--- config.mk ---
export PLATFORM = sky130hd
export DESIGN_NAME = rr_arbiter_4_flat
export DESIGN_NICKNAME = d
export VERILOG_FILES = /design/src/rtl/arb_pkg.sv /design/src/rtl/rr_arbiter_4_if.sv /design/src/rtl/rr_pick4.sv /design/src/rtl/rr_arbiter_4.sv /design/src/flat_wrapper.sv
export SDC_FILE = /design/constraint.sdc
export NUM_CORES = 1
export LEC_CHECK = 0
export CAP_MARGIN = 30
export CORE_MARGIN = 8
export CORE_UTILIZATION = 56
export DETAILED_ROUTE_END_ITERATION = 10
export PLACE_DENSITY_LB_ADDON = 0.12
export SYNTH_ARGS = -nofsm -noshare
export SYNTH_HDL_FRONTEND = slang
export SYNTH_SLANG_ARGS = --single-unit
--- constraint.sdc ---
create_clock -name clk -period 3.1 [get_ports clk]
set_input_delay 0.31 -clock clk [delete_from_list [all_inputs] [get_ports clk]]
set_output_delay 0.31 -clock clk [all_outputs]
set_load 0.05 [all_outputs]
--- src/rtl/arb_pkg.sv ---
// Shared constants, state type and helpers for the four-way round-robin arbiter.
package arb_pkg;

  localparam int N_REQ  = 4;
  localparam int IDX_W  = 2;
  localparam int HOLD_W = 8;

  typedef enum logic [0:0] {
    ARB_IDLE  = 1'b0,
    ARB_GRANT = 1'b1
  } arb_state_t;

  function automatic logic [N_REQ-1:0] idx_to_onehot(input logic [IDX_W-1:0] idx);
    logic [N_REQ-1:0] v;
    v      = 4'b0000;
    v[idx] = 1'b1;
    return v;
  endfunction

endpackage

--- src/rtl/rr_arbiter_4_if.sv ---
// Request/grant bundle between the four requesters and the arbiter.
interface rr_arbiter_4_if;
  import arb_pkg::*;

  logic [N_REQ-1:0] req;
  logic [N_REQ-1:0] gnt;
  logic [IDX_W-1:0] gnt_idx;
  logic             gnt_valid;
  logic             hold_expired;

  modport master (output req, input gnt, input gnt_idx, input gnt_valid, input hold_expired);
  modport slave  (input req, output gnt, output gnt_idx, output gnt_valid, output hold_expired);

endinterface

--- src/rtl/rr_pick4.sv ---
// Rotating priority picker: the first set bit of (req & mask) at or after
// position start, wrapping mod 4.
module rr_pick4
  import arb_pkg::*;
(
  input  logic [N_REQ-1:0] req,
  input  logic [IDX_W-1:0] start,
  input  logic [N_REQ-1:0] mask,
  output logic             found,
  output logic [IDX_W-1:0] idx
);

  logic [N_REQ-1:0]   masked;
  logic [2*N_REQ-1:0] dbl;
  logic [N_REQ-1:0]   rot;
  logic [IDX_W-1:0]   pos;

  // Rotate so start sits at bit 0, priority-encode, then rotate the index back.
  always_comb begin
    masked = req & mask;
    dbl    = {masked, masked};
    rot    = dbl[start +: N_REQ];
    found  = 1'b0;
    pos    = 2'd0;
    for (int i = N_REQ - 1; i >= 0; i--) begin
      if (rot[i]) begin
        found = 1'b1;
        pos   = IDX_W'(i);
      end else begin
        found = found;
      end
    end
    idx = pos + start;
  end

endmodule

--- src/rtl/rr_arbiter_4.sv ---
// Locking round-robin arbiter for four requesters with an optional per-owner
// hold-time limit; all grant outputs are registered.
module rr_arbiter_4
  import arb_pkg::*;
#(
  parameter int MAX_HOLD = 8
) (
  input  logic          clk,
  input  logic          rst_n,
  rr_arbiter_4_if.slave bus
);

  localparam bit                HOLD_EN   = (MAX_HOLD != 32'sd0);
  localparam logic [HOLD_W-1:0] HOLD_LAST = HOLD_W'(MAX_HOLD - 32'sd1);
  localparam logic [HOLD_W-1:0] HOLD_SAT  = 8'hFF;

  arb_state_t       state_r;
  logic [IDX_W-1:0] last_owner_r;
  logic [HOLD_W-1:0] hold_cnt_r;
  logic [N_REQ-1:0] gnt_r;
  logic [IDX_W-1:0] gnt_idx_r;
  logic             gnt_valid_r;
  logic             hold_expired_r;

  logic             owner_req_s;
  logic             expiry_s;
  logic [IDX_W-1:0] start_s;
  logic [N_REQ-1:0] mask_s;
  logic             found_s;
  logic [IDX_W-1:0] win_s;

  // The owner is excluded from the pick only when it still requests, i.e. on expiry.
  always_comb begin
    owner_req_s = bus.req[gnt_idx_r];
    expiry_s    = HOLD_EN && (hold_cnt_r == HOLD_LAST);
    start_s     = last_owner_r + 2'd1;
    if ((state_r == ARB_GRANT) && owner_req_s) begin
      mask_s = ~idx_to_onehot(gnt_idx_r);
    end else begin
      mask_s = 4'b1111;
    end
  end

  rr_pick4 u_pick (
    .req   (bus.req),
    .start (start_s),
    .mask  (mask_s),
    .found (found_s),
    .idx   (win_s)
  );

  // Arbitration state machine with registered grant outputs.
  always_ff @(posedge clk) begin
    if (!rst_n) begin
      state_r        <= ARB_IDLE;
      last_owner_r   <= 2'd3;
      hold_cnt_r     <= 8'd0;
      gnt_r          <= 4'b0000;
      gnt_idx_r      <= 2'd0;
      gnt_valid_r    <= 1'b0;
      hold_expired_r <= 1'b0;
    end else begin
      hold_expired_r <= 1'b0;
      case (state_r)
        ARB_IDLE: begin
          if (found_s) begin
            state_r      <= ARB_GRANT;
            last_owner_r <= win_s;
            hold_cnt_r   <= 8'd0;
            gnt_r        <= idx_to_onehot(win_s);
            gnt_idx_r    <= win_s;
            gnt_valid_r  <= 1'b1;
          end else begin
            gnt_r       <= 4'b0000;
            gnt_idx_r   <= 2'd0;
            gnt_valid_r <= 1'b0;
          end
        end
        ARB_GRANT: begin
          if (!owner_req_s) begin
            // Release wins over a coincident expiry: hand off with no pulse.
            if (found_s) begin
              last_owner_r <= win_s;
              hold_cnt_r   <= 8'd0;
              gnt_r        <= idx_to_onehot(win_s);
              gnt_idx_r    <= win_s;
              gnt_valid_r  <= 1'b1;
            end else begin
              state_r     <= ARB_IDLE;
              hold_cnt_r  <= 8'd0;
              gnt_r       <= 4'b0000;
              gnt_idx_r   <= 2'd0;
              gnt_valid_r <= 1'b0;
            end
          end else if (expiry_s) begin
            hold_cnt_r <= 8'd0;
            if (found_s) begin
              last_owner_r   <= win_s;
              gnt_r          <= idx_to_onehot(win_s);
              gnt_idx_r      <= win_s;
              hold_expired_r <= 1'b1;
            end else begin
              gnt_r <= gnt_r;
            end
          end else if (hold_cnt_r != HOLD_SAT) begin
            hold_cnt_r <= hold_cnt_r + 8'd1;
          end else begin
            hold_cnt_r <= hold_cnt_r;
          end
        end
        default: begin
          state_r     <= ARB_IDLE;
          hold_cnt_r  <= 8'd0;
          gnt_r       <= 4'b0000;
          gnt_idx_r   <= 2'd0;
          gnt_valid_r <= 1'b0;
        end
      endcase
    end
  end

  assign bus.gnt          = gnt_r;
  assign bus.gnt_idx      = gnt_idx_r;
  assign bus.gnt_valid    = gnt_valid_r;
  assign bus.hold_expired = hold_expired_r;

endmodule

--- src/flat_wrapper.sv ---
// flat-port wrapper written by rule: the top's interface ports become plain ports
module rr_arbiter_4_flat import arb_pkg::*;
#(
  parameter int MAX_HOLD = 8
)
  (clk, rst_n, bus_req, bus_gnt, bus_gnt_idx, bus_gnt_valid, bus_hold_expired);
  rr_arbiter_4_if bus_i ();
  input  logic clk;
  input  logic rst_n;
  input wire logic [$bits(bus_i.req)-1:0] bus_req;
  output wire logic [$bits(bus_i.gnt)-1:0] bus_gnt;
  output wire logic [$bits(bus_i.gnt_idx)-1:0] bus_gnt_idx;
  output wire logic [$bits(bus_i.gnt_valid)-1:0] bus_gnt_valid;
  output wire logic [$bits(bus_i.hold_expired)-1:0] bus_hold_expired;
  assign bus_i.req = bus_req;
  assign bus_gnt = bus_i.gnt;
  assign bus_gnt_idx = bus_i.gnt_idx;
  assign bus_gnt_valid = bus_i.gnt_valid;
  assign bus_hold_expired = bus_i.hold_expired;
  rr_arbiter_4 #(.MAX_HOLD(MAX_HOLD)) u_core (.clk(clk), .rst_n(rst_n), .bus(bus_i));
endmodule
==> flow_summary.yaml, run 1 <==
power:
  power_density_nw_per_um2: 798
  p_leak_nw: 0.548
  peakVddDrop_uv: 474
route:
  vias_per_cell: 6.16
  drt_first_pass_iters: 4
  vias: 1220
  drt_iter0_markers: 78
  drtAntennaViolNets: 0
  wl_um: 2820
  wl_per_cell_um: 14.3
  drcViolationCount: 0
clocking:
  cts_made_buffers: 3
  clk_latency_ns: 0.30
  cts-root-buf: "clkbuf_4"
  cts_post_setup_buffers_inserted: 0
  hold_buffers: 0
  cts_buffer_depth: 2
  cts.sinks: 19
  ctsHtreeMaxLevel: 1
  cts-resized-gates: 0
  clkTransAtPathRegs_ns: 0.11
  cts_tree: "done"
place:
  routabilityCongestion: 0.839
  portBuffers: 13
  dpl-instance-area_sq_um: 1440
  hpwl_um: 2160
cells_and_area:
  syn2layout_area_growth_pct: 10.5
  nNetsFinal: 179
  drive_gt1_share_pct: 11.2
  final_cell_mix: "nand2_1, dfxtp_1, clkdlybuf4s50_1"
  num_antenna_cells: 0
  stdcell_area_sq_um: 1470
  layout_commonest_cell: "nand2_1"
synth:
  yosys-top-cells-area: "dfxtp_1, nand2_1, nand3_1"
  ys_seq_elements: 19
  syn-num-nets: 167
  synth_top_area_cell: "dfxtp_1"
  ys.warnings.count: 0
  syn_inst: 159
  avgSynthCellArea_sq_um: 8.36
  synth_cell_types: 54
  yosysSeqAreaShare_pct: 28.6
  syn-cell-area_sq_um: 1330
  synth_edf_count: 0
  synth_ff_type: "dfxtp_1"
  synth_top_area_share_pct: 28.6
  async_flop_share_pct: 0
floorplanning:
  fp.dieW_um: 64.7
  initial_core_util_pct: 59.5
  dieArea_sq_um: 4190
  die_h_um: 64.7
  core_area_sq_um: 2230
  num_rows: 17
  ios: 14
worst_setup_path:
  crit_path_max_fanout: 11
  crit_required_ns: 3.31
  start_kind: "flop"
  crit_buf_inv: 0
  crit_path_top_delay_cell: "dfxtp_1"
  cp.arrival_ns: 2.74
  end_kind: "flop"
  path_cells: "or3b_1 > nand2_1 > nand4_1 > o311a_1 > o221ai_1 > ha_1 > xor2_1 > a21oi_1 > o311ai_1"
  critPathMaxStageDelay_ns: 0.58
  path_delay_family: "compound AO/OA/AOI/OAI gates"
  path_class: "reg2reg"
global_route:
  antenna_found_initial: 0
  grt_pass1_vias: 1176
  grt_remaining_overflow: 0
  grt_usage_pct: 14.1
  grt_first_pass_wirelength_um: 4960
  grt_max_degree: 15
sta:
  rsz0062_at_grt: "false"
  finalSetupViolCount: 0
  layout_min_cycle_time_ns: 2.53
  slew_headroom_pct: 66.5
  worst_slew_pin_slew_ns: 0.501
  hold_viol: 0
  slew_violations: 0
  fin_skew_ns: 0.00679
  period_share_pct: 81.6
  hold_ws_ns: 0.463
  maxClockFrequency_ghz: 0.395
  setup_tns_ns: 0
worst_hold_path:
  min_path_type: "reg2reg"
job:
  max_cap_viol_count: 0
run_status:
  outcome: "complete, no violations"
layout make-up:
class                           instances  area [sq um]
Clock inverter                          1          5.00
Inverter                                4          15.0
Timing Repair Buffer                   14           138
Tap cell                               28          35.0
Fill cell                             202           764
Clock buffer                            3          22.5
Sequential cell                        19           380
Multi-Input combinational cell        129           873
final timing paths:
check,slack [ns],from,cells past startpoint,endpoint
worst max-delay path,0.57,u_core.state_r,9,u_core.last_owner_r[1]
worst min register to register,0.46,u_core.bus.gnt[2],2,u_core.bus.gnt[2]
worst min-delay path,0.46,u_core.bus.gnt[2],2,u_core.bus.gnt[2]
worst max register to register,0.57,u_core.state_r,9,u_core.last_owner_r[1]
synth_stat cells, types with 3 or more instances:
library cell,count
o21ai_1,5
nand3_1,11
nor3_1,5
nor2_1,12
and2_1,5
dfxtp_1,19
buf_6,4
a31oi_1,3
a21oi_1,4
inv_1,4
o21ai_0,11
o21a_1,3
nand2_1,20
nand3b_1,3
o211a_1,3
layer usage:
metal  wire, um  up-vias  track usage (%)
met5          0        -                0
met4         31        0             3.81
met3        114        4             3.78
met2       1370       22             25.6
met1       1310      577             15.7
li1           -      617                -
cell families after synthesis:
logic type      after synthesis  synth area share (%)
mux                           5                  5.18
flops                        19                  28.6
buf+inv                      11                  5.65
simple gates                 71                  28.6
xor+xnor                      2                  1.32
compound gates               49                  28.7
fa+ha+maj                     2                  1.88
sequential cells by signal, summed over array words and instances (netlist names):
name / cells
u_core.bus.gnt: 4
u_core.bus.gnt_idx: 2
u_core.bus.gnt_valid: 1
u_core.bus.hold_expired: 1
u_core.hold_cnt_r: 8
u_core.last_owner_r: 2
u_core.state_r: 1
worst reg2reg max path: stages, from the launching register on:
cell	delay (ns)
dfxtp_1	0.58
or3b_1	0.43
nand2_1	0.17
nand4_1	0.11
o311a_1	0.16
o221ai_1	0.17
ha_1	0.22
xor2_1	0.23
a21oi_1	0.09
o311ai_1	0.30
through the flow:
stage / utilization (%) / instances / power [mW] / setup WS (ns)
after floorplan: - / 159 / 0.910 / 0.510
after global placement: 64.5 / 194 / 1.04 / 0.417
after detailed placement: 64.5 / 194 / 1.05 / 0.355
after CTS: 65.8 / 198 / 1.18 / 0.574
after global routing: 65.8 / 198 / 1.26 / 0.348
final: 65.8 / 198 / 1.17 / 0.569
where the power goes:
group          internal, mW  switching [mW]  leakage [nW]  total, mW
sequential            0.299          0.0918         0.155      0.390
clock                0.0481          0.0779        0.0177      0.126
combinational         0.263           0.392         0.375      0.655
total                 0.610           0.562         0.548       1.17
No activity file was read; power rests on OpenSTA's default activity.
==> run 2: changes to the inputs <==
==> constraint.sdc (replaced) <==
create_clock -name clk -period 2.4 [get_ports clk]
set_input_delay 0.24 -clock clk [delete_from_list [all_inputs] [get_ports clk]]
set_output_delay 0.24 -clock clk [all_outputs]
set_load 0.05 [all_outputs]
==> run 2 against run 1 <==
Net effect:
- non-clock buffer count is 13 higher
- wire length grew 13%
- final cell count is 6.6% higher
- count of clock-buffer cells in the layout did not move
- final area up 9.2%
- critical path type unchanged
- largest power group unchanged
- highest routed layer unchanged
==> flow_summary.yaml, run 2 (synthesis results as in run 1) <==
clocking:
  cts-root-buf: "clkbuf_4"
  clkTransAtPathRegs_ns: 0.12
  cts_made_buffers: 3
  cts.sinks: 19
  cts_buffer_depth: 2
  hold_buffers: 0
  cts_tree: "done"
  clk_latency_ns: 0.30
  ctsHtreeMaxLevel: 1
floorplanning:
  fp.dieW_um: 64.7
  core_area_sq_um: 2230
  dieArea_sq_um: 4190
  die_h_um: 64.7
  initial_core_util_pct: 59.5
  ios: 14
  num_rows: 17
global_route:
  grt_first_pass_wirelength_um: 5490
  grt_remaining_overflow: 0
  antenna_found_initial: 0
  grt_usage_pct: 15.9
  grt_max_degree: 15
  grt_pass1_vias: 1248
worst_hold_path:
  min_path_type: "reg2reg"
  hold_depth: 2
power:
  intPower_mw: 0.890
  seq_power_share_pct: 29.4
  switching_power_mw: 0.790
  clockPowerShare_pct: 9.8
  p_comb_share_pct: 60.8
  p_sw_share_pct: 47.0
  p_leak_nw: 0.618
  power.total_mw: 1.68
  power_density_nw_per_um2: 1050
  peakVddDrop_uv: 684
cells_and_area:
  multi_input_area_sq_um: 902
  nNetsFinal: 192
  regMostFlops: "u_core.hold_cnt_r"
  instances_no_fill: 211
  drive_gt1_share_pct: 22.4
  largest_register_ffs: 8
  regArea_sq_um: 389
  num_antenna_cells: 0
  fillers: 195
  final_cell_mix: "nand2_1, dfxtp_1, buf_4"
  layout_commonest_cell: "nand2_1"
  syn2layout_area_growth_pct: 20.7
worst_setup_path:
  crit_required_ns: 2.65
  crit_path_top_delay_cell: "or3b_1"
  path_class: "reg2reg"
  cpMostUsedCell: "nand2_1"
  crit_path_max_fanout: 9
  end_kind: "flop"
  start_kind: "flop"
  path_delay_family: "simple AND/OR/NAND/NOR gates"
  cp.arrival_ns: 2.50
  critical_path_depth: 11
  critPathMaxStageDelay_ns: 0.41
  path_cells: "or3b_1 > nand2_1 > nand4_1 > o311a_1 > o221ai_2 > ha_2 > xnor2_2 > nand2_1 > nor2_2 > o21ai_0 > nand3_1"
  reg2reg_depth: 11
  crit_buf_inv: 0
route:
  drt_first_pass_iters: 4
  drt_iter0_markers: 79
  vias_per_cell: 6.03
  wl_um: 3180
  drcViolationCount: 0
  drtAntennaViolNets: 0
  wl_per_cell_um: 15.1
  vias: 1272
run_status:
  outcome: "complete, no violations"
sta:
  slew_violations: 0
  finalSetupViolCount: 0
  fin_skew_ns: 0.00881
  slew_headroom_pct: 66.1
  worst_slew_pin_slew_ns: 0.507
  maxClockFrequency_ghz: 0.443
  layout_min_cycle_time_ns: 2.26
  hold_viol: 0
  hold_ws_ns: 0.467
  period_share_pct: 94.0
place:
  routabilityCongestion: 0.838
  portBuffers: 13
  hpwl_um: 2430
  place_inst: 206
job:
  max_cap_viol_count: 0
run 2: final timing paths:
kind,startpoint,endpoint,slack [ns]
worst min register to register,u_core.bus.gnt[0],u_core.bus.gnt[0],0.47
worst max-delay path,u_core.bus.gnt_idx[1],u_core.bus.gnt[1],0.14
worst max register to register,u_core.bus.gnt_idx[1],u_core.bus.gnt[1],0.14
worst min-delay path,u_core.bus.gnt[0],u_core.bus.gnt[0],0.47
run 2: power groups by stage:
| stage | registers, mW | clock network (mW) | logic [mW] |
|---|---|---|---|
| final | 0.494 | 0.165 | 1.02 |
| after global routing | 0.507 | 0.187 | 1.10 |
| after CTS | 0.490 | 0.170 | 0.949 |
| after detailed placement | 0.498 | 0 | 0.943 |
| after global placement | 0.491 | 0 | 0.919 |
| after floorplan | 0.615 | 0 | 0.568 |
run 2: through the flow:
| step | utilization, % | setup WS (ns) | TNS (ns) | instance area [sq um] |
|---|---|---|---|---|
| after global routing | 71.8 | -0.0288 | -0.0365 | 1600 |
| after floorplan | - | 0.0627 | 0 | 1330 |
| after global placement | 68.8 | -0.0283 | -0.0432 | 1540 |
| final | 71.8 | 0.144 | 0 | 1600 |
| after CTS | 70.0 | 0.0356 | 0 | 1560 |
| after detailed placement | 68.8 | -0.143 | -0.654 | 1540 |
run 2: timing repair:
item                       4_1_cts  5_1_grt
gates resized for setup          0        8
setup buffers                    0        1
setup endpoints to repair        0        6
run 2: area by class of cell:
class                   count  share of cell area, %
multi-input cells         129                   56.2
flip-flops and latches     19                   24.3
inverters                   4                  0.936
repair buffers             27                   14.7
well taps                  28                   2.18
clock inverters             1                  0.312
clock buffers               3                   1.40
run 2: metal layers:
layer	global-route usage, %	wire length, um	up-vias
met5	0	0	-
li1	-	-	645
met4	7.63	18	0
met3	3.61	133	2
met2	27.0	1620	31
met1	18.4	1410	594
run 2: tightest hold or removal path, cell delays in order, from the launching register on:
cell,delay [ns]
dfxtp_1,0.33
nand2_1,0.05
nand3_1,0.05
==> run 3: changes to the inputs <==
--- a/config.mk
+++ b/config.mk
@@ -5,11 +5,12 @@
 export SDC_FILE = /design/constraint.sdc
 export NUM_CORES = 1
 export LEC_CHECK = 0
-export CAP_MARGIN = 30
 export CORE_MARGIN = 8
-export CORE_UTILIZATION = 56
+export CORE_UTILIZATION = 54
 export DETAILED_ROUTE_END_ITERATION = 10
+export MAX_ROUTING_LAYER = met4
 export PLACE_DENSITY_LB_ADDON = 0.12
 export SYNTH_ARGS = -nofsm -noshare
 export SYNTH_HDL_FRONTEND = slang
+export SYNTH_HIERARCHICAL = 1
 export SYNTH_SLANG_ARGS = --single-unit
==> run 3 against run 2 <==
Net effect:
- global-route usage barely moved
- combinational power increased by 6%
- count of clock-buffer cells in the layout is the same
- die area shrank 4.7%
- largest cell class unchanged
- flip-flop and latch count unchanged
- via count down 5.4%
- sequential power decreased by 5.1%
- highest routed layer unchanged
- utilization rose by 2.6 points
- fmax down 4.9%
- final cell count shrank 7.1%
==> flow_summary.yaml, run 3 <==
run_status:
  outcome: "complete, no violations"
clocking:
  clkTransAtPathRegs_ns: 0.11
  cts_made_buffers: 3
  cts_buffer_depth: 2
  clk_latency_ns: 0.30
  cts-root-buf: "clkbuf_4"
  cts.sinks: 19
  cts_tree: "done"
  ctsHtreeMaxLevel: 1
place:
  routabilityCongestion: 0.970
  hpwl_um: 2270
  dpl-instance-area_sq_um: 1490
  pre_cts_ws_ns: -0.275
  portBuffers: 13
  place_inst: 190
synth:
  ys_seq_elements: 19
  avgSynthCellArea_sq_um: 9.03
  syn_inst: 133
  synth_top_area_cell: "dfxtp_1"
  async_flop_share_pct: 0
  ys.warnings.count: 6
  synth_cell_types: 45
  synth_ff_type: "dfxtp_1"
  yosysMostFrequentCell: "dfxtp_1"
  syn-num-nets: 141
  synth_top_area_share_pct: 31.7
  syn-cell-area_sq_um: 1200
  synth_edf_count: 0
  synth_common_cells: "dfxtp_1, nand2_1, nand3_1, inv_1, nand4_1"
  yosysSeqAreaShare_pct: 31.7
  yosys-top-cells-area: "dfxtp_1, nand3_1, mux2i_4"
route:
  vias_per_cell: 6.14
  vias: 1203
  drtAntennaViolNets: 0
  wl_per_cell_um: 16.1
  drt_first_pass_iters: 4
  drcViolationCount: 0
  wl_um: 3150
  drt_iter0_markers: 53
sta:
  maxClockFrequency_ghz: 0.422
  period_share_pct: 98.8
  worst_slew_pin_slew_ns: 0.509
  rsz0062_at_grt: "true"
  slew_violations: 0
  hold_viol: 0
  layout_min_cycle_time_ns: 2.37
  finalSetupViolCount: 0
  fin_skew_ns: 0.00418
  postLayoutSetupSlackWorst_ns: 0.0284
  slew_headroom_pct: 66.0
power:
  seq_power_share_pct: 27.3
  p_leak_nw: 0.592
  intPower_mw: 0.956
  p_sw_share_pct: 44.2
  switching_power_mw: 0.758
  p_comb_share_pct: 63.2
  power_density_nw_per_um2: 1070
  clockPowerShare_pct: 9.5
  peakVddDrop_uv: 842
cells_and_area:
  regMostFlops: "u_core/hold_cnt_r"
  num_antenna_cells: 0
  nNetsFinal: 177
  instances_no_fill: 196
  final_cell_mix: "buf_4, dfxtp_1, clkdlybuf4s50_1"
  layout_commonest_cell: "buf_4"
  regArea_sq_um: 387
  largest_register_ffs: 8
  drive_gt1_share_pct: 29.8
  multi_input_area_sq_um: 817
  syn2layout_area_growth_pct: 33.1
  stdcell_area_sq_um: 1600
  fillers: 166
floorplanning:
  initial_core_util_pct: 55.9
  ios: 14
  die_h_um: 63.2
  num_rows: 17
  fp.dieW_um: 63.2
  core_area_sq_um: 2150
  dieArea_sq_um: 3990
global_route:
  grt_usage_pct: 15.9
  antenna_found_initial: 0
  grt_remaining_overflow: 0
  grt_pass1_vias: 1108
  grt_first_pass_wirelength_um: 5090
  grt_max_degree: 14
worst_setup_path:
  start_kind: "flop"
  path_delay_family: "simple AND/OR/NAND/NOR gates"
  crit_required_ns: 2.64
  crit_buf_inv: 2
  cp.arrival_ns: 2.61
  path_cells: "mux2i_4 > or3_1 > nand3_2 > buf_4 > o211ai_1 > or2b_1 > buf_4 > nand3_1 > and3_1 > a22o_1"
  crit_path_max_fanout: 6
  cpMostUsedCell: "buf_4"
  critPathMaxStageDelay_ns: 0.40
  end_kind: "flop"
  crit_path_top_delay_cell: "dfxtp_4"
  path_class: "reg2reg"
worst_hold_path:
  min_path_type: "reg2reg"
job:
  max_cap_viol_count: 0
[run 3: final timing paths]
| check | to | depth (start not counted) | startpoint | slack [ns] |
|---|---|---|---|---|
| hold / removal | u_core/bus.gnt_valid | 1 | u_core/bus.gnt_valid | 0.47 |
| setup reg to reg | u_core/bus.gnt[0] | 10 | u_core/bus.gnt_idx[1] | 0.03 |
| setup / recovery | u_core/bus.gnt[0] | 10 | u_core/bus.gnt_idx[1] | 0.03 |
| hold reg to reg | u_core/bus.gnt_valid | 1 | u_core/bus.gnt_valid | 0.47 |
[run 3: cell type report]
cell class                      instances  share of cell area, %
Multi-Input combinational cell        101                   51.1
Tap cell                               28                   2.19
Clock buffer                            3                   1.41
Sequential cell                        19                   24.2
Clock inverter                          1                  0.313
Timing Repair Buffer                   36                   18.9
Inverter                                8                   1.88
[run 3: routing by layer]
metal	vias to the layer above	part of all wire, %	track usage [%]
met3	8	3.0	3.18
met2	29	55	27.8
met4	0	1.7	6.84
li1	585	-	-
met1	581	40	16.9
met5	-	0	-
[run 3: kinds of logic (layout without fill, tap and decap cells)]
family	count (synthesis)	in the layout	synth area share, %
buffers and inverters	13	48	6.35
DFF	19	19	31.7
xor gates and xnor gates	2	2	1.46
AOI/OAI and AO/OA	40	40	28.9
adders and majority gates	3	3	3.02
and+or+nand+nor	54	54	24.9
muxes	2	2	3.75
[run 3: power groups by stage]
stage	sequential, mW	clock (mW)	combinational (mW)
2_1_floorplan	0.618	0	0.526
6_report	0.469	0.162	1.08
4_1_cts	0.465	0.171	0.971
3_3_place_gp	0.474	0	0.929
5_1_grt	0.478	0.177	1.16
3_5_place_dp	0.480	0	0.943
[run 3: what timing repair did]
item                                    in CTS  in global routing
pin swaps                                    1                 13
endpoints found under the setup margin       3                 12
resized for setup                            0                 15
hold buffers                                 0                  0
buffers inserted                             1                  1
[run 3: per-stage QoR]
step	power [mW]	util (%)	setup TNS, ns	hold slack (ns)
after CTS	1.61	71.0	0	0.480
after global routing	1.81	74.4	-0.265	0.504
after floorplan	1.14	-	-0.125	0.456
after detailed placement	1.42	69.4	-2.84	0.453
after global placement	1.40	69.4	-2.32	0.445
final	1.71	74.4	0	0.475
